<file path="src/rtl/instr_fetch_unit_if.sv">
// Fetch-unit bus bundle: memory request/response, redirect input and the
// prefetch-queue head handshake toward the decoder.
interface instr_fetch_unit_if #(
  parameter int ADDR_W  = 16,
  parameter int INSTR_W = 16
);
  logic               mem_req;
  logic [ADDR_W-1:0]  mem_addr;
  logic               mem_rdy;
  logic [INSTR_W-1:0] mem_data;
  logic               redirect_valid;
  logic [ADDR_W-1:0]  redirect_pc;
  logic               instr_valid;
  logic               instr_ready;
  logic [INSTR_W-1:0] instr;
  logic [ADDR_W-1:0]  instr_pc;
  logic               halted;

  modport master (
    output mem_req, mem_addr, instr_valid, instr, instr_pc, halted,
    input  mem_rdy, mem_data, redirect_valid, redirect_pc, instr_ready
  );

  modport slave (
    input  mem_req, mem_addr, instr_valid, instr, instr_pc, halted,
    output mem_rdy, mem_data, redirect_valid, redirect_pc, instr_ready
  );
endinterface

</file>
<file path="src/rtl/instr_fetch_unit.sv">
// Instruction fetch unit: single-outstanding memory fetch FSM feeding a
// small prefetch queue, with redirect flush and halt-opcode stop.
module instr_fetch_unit #(
  parameter int                ADDR_W   = 16,
  parameter int                INSTR_W  = 16,
  parameter int                DEPTH    = 4,
  parameter int                PC_STEP  = 2,
  parameter logic [ADDR_W-1:0] RESET_PC = '0,
  parameter logic [3:0]        HLT_OP   = 4'hF
) (
  input logic                 clk,
  input logic                 rst,
  instr_fetch_unit_if.master  bus
);

  localparam int PTR_W = $clog2(DEPTH);
  localparam int CNT_W = PTR_W + 1;

  typedef enum logic [1:0] {IDLE, WAIT, DROP, HALT} state_t;

  state_t              state, state_nxt;
  logic [ADDR_W-1:0]   fetch_pc, fetch_pc_nxt;
  logic [CNT_W-1:0]    count;
  logic [PTR_W-1:0]    rd_ptr, wr_ptr;
  logic                req, push, pop, flush;

  logic [INSTR_W-1:0]  q_instr [DEPTH];
  logic [ADDR_W-1:0]   q_pc    [DEPTH];

  function automatic logic [ADDR_W-1:0] next_pc(input logic [ADDR_W-1:0] pc);
    return pc + ADDR_W'(PC_STEP);
  endfunction

  always_comb begin
    state_nxt    = state;
    fetch_pc_nxt = fetch_pc;
    push         = 1'b0;
    flush        = 1'b0;
    req          = (state == IDLE) && !bus.redirect_valid &&
                   (count < CNT_W'(DEPTH)) && !rst;

    case (state)
      IDLE: if (req) state_nxt = WAIT;
      WAIT: begin
        if (bus.mem_rdy) begin
          push         = 1'b1;
          fetch_pc_nxt = next_pc(fetch_pc);
          state_nxt    = (bus.mem_data[INSTR_W-1 -: 4] == HLT_OP) ? HALT : IDLE;
        end
      end
      DROP: if (bus.mem_rdy) state_nxt = IDLE;
      HALT: state_nxt = HALT;
      default: state_nxt = IDLE;
    endcase

    // A redirect overrides any push/pop this cycle; a response still in
    // flight must be swallowed in DROP before fetching resumes.
    if (bus.redirect_valid) begin
      flush        = 1'b1;
      push         = 1'b0;
      fetch_pc_nxt = bus.redirect_pc;
      state_nxt    = ((state == WAIT || state == DROP) && !bus.mem_rdy) ? DROP : IDLE;
    end
  end

  assign pop = (count != '0) && bus.instr_ready && !bus.redirect_valid;

  always_ff @(posedge clk) begin
    if (rst) begin
      state    <= IDLE;
      fetch_pc <= RESET_PC;
      count    <= '0;
      rd_ptr   <= '0;
      wr_ptr   <= '0;
    end else begin
      state    <= state_nxt;
      fetch_pc <= fetch_pc_nxt;
      if (flush) begin
        count  <= '0;
        rd_ptr <= '0;
        wr_ptr <= '0;
      end else begin
        if (push) wr_ptr <= wr_ptr + PTR_W'(1);
        if (pop)  rd_ptr <= rd_ptr + PTR_W'(1);
        case ({push, pop})
          2'b10:   count <= count + CNT_W'(1);
          2'b01:   count <= count - CNT_W'(1);
          default: count <= count;
        endcase
      end
    end
  end

  // Queue storage carries no reset; the head is masked to zero while empty.
  always_ff @(posedge clk) begin
    if (push) begin
      q_instr[wr_ptr] <= bus.mem_data;
      q_pc[wr_ptr]    <= fetch_pc;
    end
  end

  assign bus.mem_req     = req;
  assign bus.mem_addr    = fetch_pc;
  assign bus.instr_valid = (count != '0) && !rst;
  assign bus.halted      = (state == HALT) && !rst;
  assign bus.instr       = bus.instr_valid ? q_instr[rd_ptr] : '0;
  assign bus.instr_pc    = bus.instr_valid ? q_pc[rd_ptr]    : '0;

endmodule

</file>
<file path="src/flat_wrapper.sv">
// flat-port wrapper written by rule: the top's interface ports become plain ports
module instr_fetch_unit_flat 
#(
  parameter int                ADDR_W   = 16,
  parameter int                INSTR_W  = 16,
  parameter int                DEPTH    = 4,
  parameter int                PC_STEP  = 2,
  parameter logic [ADDR_W-1:0] RESET_PC = '0,
  parameter logic [3:0]        HLT_OP   = 4'hF
)
  (clk, rst, bus_mem_req, bus_mem_addr, bus_instr_valid, bus_instr, bus_instr_pc, bus_halted, bus_mem_rdy, bus_mem_data, bus_redirect_valid, bus_redirect_pc, bus_instr_ready);
  instr_fetch_unit_if #(.ADDR_W(ADDR_W), .INSTR_W(INSTR_W)) bus_i ();
  input logic clk;
  input logic rst;
  output wire logic [$bits(bus_i.mem_req)-1:0] bus_mem_req;
  output wire logic [$bits(bus_i.mem_addr)-1:0] bus_mem_addr;
  output wire logic [$bits(bus_i.instr_valid)-1:0] bus_instr_valid;
  output wire logic [$bits(bus_i.instr)-1:0] bus_instr;
  output wire logic [$bits(bus_i.instr_pc)-1:0] bus_instr_pc;
  output wire logic [$bits(bus_i.halted)-1:0] bus_halted;
  input wire logic [$bits(bus_i.mem_rdy)-1:0] bus_mem_rdy;
  input wire logic [$bits(bus_i.mem_data)-1:0] bus_mem_data;
  input wire logic [$bits(bus_i.redirect_valid)-1:0] bus_redirect_valid;
  input wire logic [$bits(bus_i.redirect_pc)-1:0] bus_redirect_pc;
  input wire logic [$bits(bus_i.instr_ready)-1:0] bus_instr_ready;
  assign bus_mem_req = bus_i.mem_req;
  assign bus_mem_addr = bus_i.mem_addr;
  assign bus_instr_valid = bus_i.instr_valid;
  assign bus_instr = bus_i.instr;
  assign bus_instr_pc = bus_i.instr_pc;
  assign bus_halted = bus_i.halted;
  assign bus_i.mem_rdy = bus_mem_rdy;
  assign bus_i.mem_data = bus_mem_data;
  assign bus_i.redirect_valid = bus_redirect_valid;
  assign bus_i.redirect_pc = bus_redirect_pc;
  assign bus_i.instr_ready = bus_instr_ready;
  instr_fetch_unit #(.ADDR_W(ADDR_W), .INSTR_W(INSTR_W), .DEPTH(DEPTH), .PC_STEP(PC_STEP), .RESET_PC(RESET_PC), .HLT_OP(HLT_OP)) u_core (.clk(clk), .rst(rst), .bus(bus_i));
endmodule
</file>
<file path="config.mk">
export PLATFORM = sky130hd
export DESIGN_NAME = instr_fetch_unit_flat
export DESIGN_NICKNAME = d
export VERILOG_FILES = /design/src/rtl/instr_fetch_unit_if.sv /design/src/rtl/instr_fetch_unit.sv /design/src/flat_wrapper.sv
export SDC_FILE = /design/constraint.sdc
export NUM_CORES = 1
export LEC_CHECK = 0
export CORE_MARGIN = 8
export CORE_UTILIZATION = 44
export CTS_CLUSTER_SIZE = 10
export DETAILED_ROUTE_END_ITERATION = 6
export PLACE_DENSITY = 0.75
export SLEW_MARGIN = 20
export SYNTH_ARGS = -nofsm -noshare
export SYNTH_HDL_FRONTEND = slang
export SYNTH_SLANG_ARGS = --single-unit
export TNS_END_PERCENT = 100
</file>
<file path="constraint.sdc">
create_clock -name clk -period 2.3 [get_ports clk]
set_clock_uncertainty 0.05 [all_clocks]
set_input_delay 0.23 -clock clk [delete_from_list [all_inputs] [get_ports clk]]
set_output_delay 0.23 -clock clk [all_outputs]
set_load 0.01 [all_outputs]
</file>
==> summary.txt <==
1st-iter DRT viols: 250
reg2reg path depth: 11
RSZ-0062 raised after global routing: yes
Worst-path clk slew: 0.06 ns
Mapped Cells: 385
worst hold slack: 0.344 ns
Rel. slew slack: 0.729
Worst R2R Start: u_core.state[1]
Tcrit/Tclk final: 0.974
IO Port Bufs: 87
CTS buffer count: 17
hold path start: bus_redirect_pc[5]
Hold Vio Cnt, Final: 0
worst-path fanout max: 8
buffer depth of the longest clock path: 2
antenna-violating nets left: 0
worst setup path class: reg -> out
Final Max Slew Viols: 0
Routed WL per cell: 18.9 um
Hold Crit Endpoint: u_core.bus.mem_addr[5]
r2r endpoint: u_core.count[2]
final core utilization: 0.576
hold depth: 3
drt first pass iters: 4
ys flop type: edfxtp_1
Post-Place Cells: 663
outcome: finished, final reports clean
sequential share of the synthesized area: 0.687
Peak VDD IR: 598 uV
Ports: 88
fmax: 0.446 GHz
drt drc: 0
post-DP HPWL: 8.52 mm
H-tree levels: 4
leakage dissipation: 2.97 nW
clock latency on the worst-skew pair: 0.41 ns
CORE AREA: 0.0144 mm^2
clock sinks: 155
initial antenna violation count: 0
Root Buffer: clkbuf_16
Final #Nets: 548
synthesized flop and latch total: 155
final WL: 13.2 mm
vias in the first global route: 3877
Die Ht: 136 um
global route overflow: 0
CP Capture Type: output pin
count of cell types in the netlist: 41
area grow syn2layout: 29.5%
Crit path arrival time: 1.96 ns
worst min path class: in -> reg
first-pass GRT wire length: 20.8 mm
hold buffers post-CTS: 0
via count: 3608
most frequent cells in the layout: edfxtp_1 (128), clkdlybuf4s50_1 (55), mux4_2 (32), and2_1 (30), dfxtp_1 (24)
final setup fails: 0
EDFF count, synth: 128
Max-Cap Viols: 0
CP required: 2.02 ns
synthesis warning total: 0
Via density: 5.18
Initial Util: 0.444
CTS tree: built
power per cell area: 743 mW/mm^2
async set-reset flop share out of synthesis: 0
Post-Syn Area per Cell: 16.6 um^2
Final GP Congestion: 0.725
number of diodes: 0
crit start category: register
Die W: 136 um
Synth Cell Area: 0.00638 mm^2
largest net degree at the start of global routing: 34
most common cell after layout, fill and taps aside: edfxtp_1
Total GRT Usage: 0.149
Slew @ Worst Pin: 0.407 ns
syn_nets: 433
final non-filler cell total: 697
min Tclk post-route: 2.24 ns
layout cells sized above 1: 0.214
Fill cells: 1086
# rows: 44
die area: 0.0186 mm^2
R2R Setup Slk: 0.14 ns
[what timing repair did]
action,in CTS,in global routing
pin swaps,0,0
setup endpoints to repair,32,17
resized for setup,41,20
buffers inserted,2,1
[registers in the layout, summed over array words and instances, names as in the netlist, named ones only]
register / count
u_core.bus.mem_addr: 16
u_core.wr_ptr: 2
u_core.q_pc: 64
u_core.rd_ptr: 2
u_core.count: 3
u_core.q_instr: 64
u_core.state: 2
[worst max path at each step]
stage / startpoint / endpoint / slack [ns] / depth (start not counted)
finish: register / bus_instr_pc[14] / 0.06 / 4
global route: register / bus_instr[5] / -0.02 / 5
CTS: register / bus_instr[1] / -0.11 / 4
detailed placement: bus_redirect_valid / u_core.count[2] / -0.09 / 8
global placement: bus_redirect_valid / u_core.count[2] / -0.004 / 8
floorplan: u_core.state[1] / u_core.q_instr[0][0] / 0.01 / 5
[layer usage]
metal / GRT usage / wire length [um]
met2: 0.245 / 6750
met5: 0 / 0
met1: 0.179 / 5390
met4: 0.0622 / 224
met3: 0.0432 / 792
[final cells by class]
| class | instances | area (um^2) | area share |
|---|---|---|---|
| flip-flops and latches | 155 | 4390 | 0.531 |
| inverters | 22 | 82.6 | 0.00998 |
| repair buffers | 113 | 1120 | 0.135 |
| well taps | 184 | 230 | 0.0278 |
| clock buffers | 21 | 440 | 0.0533 |
| multi-input cells | 191 | 1860 | 0.225 |
| clock inverters | 11 | 148 | 0.0179 |
[cells by family (layout without fill, tap and decap cells)]
logic type	count (synthesis)	in the layout	synth area share
flip-flops	155	155	0.687
multiplexers	37	37	0.121
AO/OA/AOI/OAI	37	37	0.0359
XOR/XNOR	18	18	0.0247
adder cells (fa/ha/maj)	11	11	0.0227
AND/OR/NAND/NOR	88	88	0.0823
buffers and inverters	39	167	0.0268
[metrics by stage]
step / power, mW / TNS, ns / setup slack [ns] / cell area [um^2]
2_1_floorplan: 3.28 / 0 / 0.0127 / 6380
3_3_place_gp: 3.44 / -0.00382 / -0.00382 / 7640
3_5_place_dp: 3.45 / -0.0877 / -0.0877 / 7640
4_1_cts: 6.20 / -0.493 / -0.107 / 8230
5_1_grt: 6.35 / -0.0436 / -0.0203 / 8270
6_report: 6.15 / 0 / 0.0600 / 8270
[power breakdown]
part | switching (mW) | internal (mW)
registers | 0.0502 | 3.07
logic | 0.119 | 0.153
clock network | 1.05 | 1.70
total | 1.22 | 4.93
[cells in the mapped netlist (2+ instances only)]
library cell,count,area [um^2]
buf_2,2,10.0
xnor2_1,6,52.6
clkbuf_1,9,33.8
and2_1,36,225
a21oi_1,17,85.1
o21a_1,11,82.6
mux2i_1,4,40.0
nand3_1,4,20.0
edfxtp_1,128,3840
nor3_1,5,25.0
nand4_1,2,12.5
nand2_1,7,26.3
buf_1,3,11.3
o21ai_0,3,15.0
buf_6,3,33.8
inv_1,22,82.6
nor3b_1,2,15.0
xor2_1,12,105
or3_1,2,12.5
dfxtp_1,27,541
ha_1,10,125
mux4_2,32,721
nor2b_1,3,18.8
nor2_1,14,52.6
nor4_1,5,31.3
[critical path: stages, from the launching register on]
cell,delay [ns]
dfxtp_4,0.40
buf_12,0.15
mux4_2,0.54
and2_1,0.17
dlygate4sd2_1,0.28
(Power assumes the default switching activity.)
